`src/rtl/seq_alu.sv`:
```
// seq_alu: registered unsigned ALU with valid/ready handshakes on both sides.
//   Add, subtract and compare finish in one cycle. Multiply is an iterative
//   shift-add that takes WIDTH iterations plus one hand-off cycle. A result is
//   held, together with its flags, until the consumer takes it.
// Ports:
//   clk, rst_n            clock, asynchronous active-low reset
//   in_valid / in_ready   operand handshake (in_ready only in IDLE)
//   a, b, opcode          operands and op (00 add, 01 sub, 10 cmp, 11 mul)
//   out_valid / out_ready result handshake (out_valid only in DONE)
//   result                2*WIDTH-bit registered result
//   flag_zero, flag_neg   result==0; a<b on subtract
//   busy                  state != IDLE
module seq_alu #(
    parameter int WIDTH = 7,
    parameter int CNT_W = $clog2(WIDTH + 1)
) (
    input  logic               clk,
    input  logic               rst_n,
    input  logic               in_valid,
    output logic               in_ready,
    input  logic [WIDTH-1:0]   a,
    input  logic [WIDTH-1:0]   b,
    input  logic [1:0]         opcode,
    output logic               out_valid,
    input  logic               out_ready,
    output logic [2*WIDTH-1:0] result,
    output logic               flag_zero,
    output logic               flag_neg,
    output logic               busy
);

    typedef enum logic [1:0] {IDLE, MUL, DONE} state_t;

    localparam logic [1:0] OP_ADD = 2'b00;
    localparam logic [1:0] OP_SUB = 2'b01;
    localparam logic [1:0] OP_CMP = 2'b10;
    localparam logic [1:0] OP_MUL = 2'b11;

    state_t             state, state_nxt;
    logic               accept;
    logic               mul_last;
    logic [2*WIDTH-1:0] a_ext, b_ext, alu_res;
    logic [2*WIDTH-1:0] acc, mcand;
    logic [WIDTH-1:0]   mplier;
    logic [CNT_W-1:0]   cnt;

    assign in_ready  = (state == IDLE);
    assign out_valid = (state == DONE);
    assign busy      = (state != IDLE);
    assign accept    = in_valid && (state == IDLE);
    // cnt reaches WIDTH once every multiplier bit has been consumed; that
    // extra cycle moves the finished accumulator into result.
    assign mul_last  = (cnt == CNT_W'(WIDTH));

    assign a_ext = {{WIDTH{1'b0}}, a};
    assign b_ext = {{WIDTH{1'b0}}, b};

    always_comb begin
        alu_res = '0;
        case (opcode)
            OP_ADD:  alu_res = a_ext + b_ext;
            OP_SUB:  alu_res = a_ext - b_ext;
            OP_CMP:  alu_res = {{(2*WIDTH-3){1'b0}}, (a > b), (a == b), (a < b)};
            default: alu_res = '0;
        endcase
    end

    always_comb begin
        state_nxt = state;
        case (state)
            IDLE: if (accept) state_nxt = (opcode == OP_MUL) ? MUL : DONE;
            MUL:  if (mul_last) state_nxt = DONE;
            DONE: if (out_ready) state_nxt = IDLE;
            default: state_nxt = IDLE;
        endcase
    end

    always_ff @(posedge clk or negedge rst_n) begin
        if (!rst_n) state <= IDLE;
        else        state <= state_nxt;
    end

    always_ff @(posedge clk or negedge rst_n) begin
        if (!rst_n) begin
            result    <= '0;
            flag_zero <= 1'b0;
            flag_neg  <= 1'b0;
            acc       <= '0;
            mcand     <= '0;
            mplier    <= '0;
            cnt       <= '0;
        end else begin
            if (accept) begin
                if (opcode == OP_MUL) begin
                    acc    <= '0;
                    mcand  <= a_ext;
                    mplier <= b;
                    cnt    <= '0;
                end else begin
                    result    <= alu_res;
                    flag_zero <= (alu_res == '0);
                    flag_neg  <= (opcode == OP_SUB) && (a < b);
                end
            end else if (state == MUL) begin
                if (mul_last) begin
                    result    <= acc;
                    flag_zero <= (acc == '0);
                    flag_neg  <= 1'b0;
                end else begin
                    if (mplier[0]) acc <= acc + mcand;
                    mcand  <= mcand << 1;
                    mplier <= mplier >> 1;
                    cnt    <= cnt + CNT_W'(1);
                end
            end
        end
    end

endmodule

```
`config.mk`:
```
export PLATFORM = sky130hd
export DESIGN_NAME = seq_alu
export DESIGN_NICKNAME = d
export VERILOG_FILES = /design/src/rtl/seq_alu.sv
export SDC_FILE = /design/constraint.sdc
export NUM_CORES = 1
export LEC_CHECK = 0
export CAP_MARGIN = 20
export CORE_MARGIN = 10
export CORE_UTILIZATION = 30
export CTS_BUF_LIST = sky130_fd_sc_hd__clkbuf_4 sky130_fd_sc_hd__clkbuf_8
export CTS_CLUSTER_DIAMETER = 30
export DETAILED_ROUTE_END_ITERATION = 7
export GPL_ROUTABILITY_DRIVEN = 0
export HOLD_SLACK_MARGIN = 0.1
export REMOVE_ABC_BUFFERS = 1
export SLEW_MARGIN = 10
export SYNTH_ARGS = -nofsm -noshare
export SYNTH_HDL_FRONTEND = slang
export SYNTH_SLANG_ARGS = --single-unit
```
`constraint.sdc`:
```
create_clock -name clk -period 2.6 [get_ports clk]
set_input_delay 0.39 -clock clk [delete_from_list [all_inputs] [get_ports clk]]
set_output_delay 0.39 -clock clk [all_outputs]
set_load 0.02 [all_outputs]
```
==> flow_metrics.py, run 1 <==
metrics = {
    "global_routing": {
        "grt_max_degree": 28,
        "grt_pass1_vias": 3521,
        "grt_antenna_before_repair": 0,
        "overflow": 0,
        "grt_pass1_wl_mm": 17.8,
        "track_usage_pct": 12.0,
    },
    "sta": {
        "setup_viol": 0,
        "setup_ws_ns": 0.102,
        "drv_slew": 0,
        "rsz0062_at_grt": "no",
        "fin_crit_sh_pct": 96.1,
        "whs_ns": 0.482,
        "slew_headroom_pct": 53.2,
        "worst_slew_pin_slew_ns": 0.699,
        "min_period_ns": 2.50,
        "finalHoldViolCount": 0,
        "fmax_mhz": 400,
        "clock-skew-final_ns": 0.00725,
    },
    "logic_synthesis": {
        "yosysWarningCount": 0,
        "synth_flop_cell": "dfrtp_1",
        "synth-seq-cells": 56,
        "async_flop_share_pct": 100,
        "synth_edf_count": 0,
        "syn_avg_cell_area_um2": 8.53,
        "ys_types": 56,
        "synth_area_mm2": 0.00380,
        "synthCells": 446,
        "seq_area_frac_synth_pct": 36.9,
    },
    "critical_path": {
        "crit_family": "compound AO/OA/AOI/OAI gates",
        "worstSetupPathType": "in -> reg",
        "timing.rr.start": "acc[0]",
        "critPathArrivalTime_ns": 2.73,
        "crit_path_max_fanout": 3,
        "r2r_end": "acc[10]",
        "slowest_stage": "clkdlybuf4s50_1",
        "startpoint_type": "input pin",
        "critPathMaxStageDelay_ns": 0.52,
        "ff2ff_setup_slack_ns": 0.16,
        "cp_data_required_time_ns": 2.83,
        "rr_worst_depth": 9,
        "path_cells": "clkdlybuf4s50_1, inv_1, ha_1, nor2b_2, o211ai_1, a221o_1, and3_1, a211o_1, o31ai_1",
        "critPathBufInv": 2,
        "endpoint_kind": "register",
    },
    "floorplanning": {
        "dieArea_mm2": 0.0176,
        "die_w_um": 133,
        "fp.dieH_um": 133,
        "num_io_pins": 39,
        "start_util_pct": 30.4,
        "rows": 41,
        "core_mm2": 0.0125,
    },
    "place": {
        "pre_cts_ws_ns": -0.223,
        "dp_hpwl_mm": 8.49,
        "io_buffer_count": 38,
        "placed_cell_area_mm2": 0.00460,
    },
    "routing": {
        "drc": 0,
        "postRouteWirelength_mm": 10.7,
        "dr_wl_met3_um": 476,
        "ant_nets": 0,
        "wl_per_cell_um": 15.6,
        "top_layer_used": "met4",
        "via_per_inst": 5.18,
        "drt_iter0_drc": 261,
        "vias": 3542,
        "dr.pass1.iters": 5,
        "wl_met1_mm": 4.98,
        "met2_length_mm": 5.11,
    },
    "min_path": {
        "hold_depth": 1,
        "min_to": "result[1]",
        "hold_class": "reg -> reg",
        "min_from": "result[1]",
    },
    "cts": {
        "ctsHtreeMaxLevel": 2,
        "cts_buffer_depth": 2,
        "cts_inserted_buffers": 5,
        "clock_latency_ns": 0.32,
        "clock-sinks": 56,
        "clock-root-buffer": "clkbuf_8",
        "tritoncts": "done",
        "clkTransAtPathRegs_ns": 0.10,
    },
    "finish": {
        "fin_area_mm2": 0.00475,
        "area_delta_synth_final_pct": 24.9,
        "nets": 563,
        "final_cell_mix": "nand2_1 (64), dfrtp_1 (56), nor2_1 (43)",
        "drive_gt1_share_pct": 11.9,
        "antennaDiodeCount": 0,
        "final_util_pct": 37.9,
        "final_common_cell": "nand2_1",
    },
    "power": {
        "p_leak_nw": 2.15,
        "cellPowerDensity_mw_per_mm2": 1040,
        "ir_drop_mv": 0.318,
    },
    "run_status": {
        "status": "complete, no violations",
    },
    "flow_run": {
        "drv_cap": 0,
    },
}
[metal layers]
layer / vias up / GRT usage (%)
li1: 1733 / -
met1: 1719 / 15.6
met2: 82 / 19.9
met3: 8 / 2.04
met4: 0 / 3.55
met5: - / 0
[flip-flops by register name, indices dropped and copies added, names as in the netlist]
signal / flops
state: 2
flag_neg: 1
mcand: 14
acc: 14
flag_zero: 1
cnt: 3
mplier: 7
result: 14
[through the flow]
stage | setup TNS [ns] | power, W | instances
after floorplan | -0.0397 | 0.00331 | 427
after global placement | -0.953 | 0.00426 | 675
after detailed placement | -1.33 | 0.00436 | 675
after CTS | 0 | 0.00495 | 684
after global routing | 0 | 0.00537 | 684
final | 0 | 0.00493 | 684
[layout make-up]
class	count	area (um2)
Fill cell	1327	7770
Multi-Input combinational cell	345	2250
Sequential cell	56	1400
Timing Repair Buffer	77	673
Tap cell	172	215
Inverter	26	97.6
Clock buffer	6	76.3
Clock inverter	2	35.0
[worst max-delay path by stage]
| stage | from | slack, ns | cells past startpoint | endpoint |
|---|---|---|---|---|
| floorplan | cnt[0] | -0.04 | 7 | acc[13] |
| global placement | a[0] | -0.19 | 9 | flag_zero |
| detailed placement | a[1] | -0.22 | 8 | result[5] |
| CTS | a[1] | 0.05 | 8 | flag_zero |
| global route | b[1] | 0.02 | 9 | flag_zero |
| finish | b[1] | 0.10 | 9 | flag_zero |
[cell usage after synthesis (all sizes together) (5+ instances only)]
| cell | count | area share [%] |
|---|---|---|
| nor3 | 8 | 1.1 |
| a21oi | 23 | 3.0 |
| inv | 26 | 2.6 |
| o21ai | 27 | 3.6 |
| o31ai | 6 | 1.2 |
| nor4 | 5 | 0.82 |
| a22o | 12 | 2.8 |
| clkbuf | 14 | 1.4 |
| a211oi | 7 | 1.4 |
| ha | 29 | 9.5 |
| o21a | 5 | 0.99 |
| nand3 | 5 | 0.66 |
| nor2b | 6 | 0.99 |
| nand2 | 64 | 6.3 |
| nand2b | 8 | 1.3 |
| a31oi | 18 | 3.0 |
| a21o | 7 | 1.4 |
| buf | 5 | 0.66 |
| dfrtp | 56 | 37 |
| nor2 | 44 | 4.4 |
| xor2 | 7 | 1.6 |
[timing repair]
| action | 4_1_cts | 5_1_grt |
|---|---|---|
| setup endpoints to repair | 0 | 6 |
| setup buffers | 0 | 0 |
| endpoints found under the hold margin | 15 | 0 |
| resized for setup | 0 | 7 |
| hold buffers | 1 | 0 |
[report_power, final]
part           internal (W)  switching, W  total, W
sequential          0.00127      0.000356   0.00163
clock              0.000297      0.000292  0.000589
combinational       0.00122       0.00150   0.00271
[logic make-up (layout without fill, tap and decap cells)]
logic type,after synthesis,after routing,synth area share (%)
multiplexers,3,3,0.790
AND/OR/NAND/NOR,168,168,20.9
adder cells (fa/ha/maj),32,32,11.1
buffers and inverters,45,111,4.61
AO/OA/AOI/OAI,132,132,23.5
XOR/XNOR,10,10,2.30
flip-flops,56,56,36.9
(Power assumes the default switching activity.)
==> run 2, diff against run 1 <==
--- a/config.mk
+++ b/config.mk
@@ -5,7 +5,6 @@
 export SDC_FILE = /design/constraint.sdc
 export NUM_CORES = 1
 export LEC_CHECK = 0
-export CAP_MARGIN = 20
 export CORE_MARGIN = 10
 export CORE_UTILIZATION = 30
 export CTS_BUF_LIST = sky130_fd_sc_hd__clkbuf_4 sky130_fd_sc_hd__clkbuf_8
==> results of run 2 <==
No change in the layout: final DEF, timing and power equal those of run 1.
==> run 3, diff against run 2 <==
--- a/config.mk
+++ b/config.mk
@@ -11,7 +11,7 @@
 export CTS_CLUSTER_DIAMETER = 30
 export DETAILED_ROUTE_END_ITERATION = 7
 export GPL_ROUTABILITY_DRIVEN = 0
-export HOLD_SLACK_MARGIN = 0.1
+export HOLD_SLACK_MARGIN = 0.15
 export REMOVE_ABC_BUFFERS = 1
 export SLEW_MARGIN = 10
 export SYNTH_ARGS = -nofsm -noshare
==> results of run 3 <==
No change in the layout: final DEF, timing and power equal those of run 1.
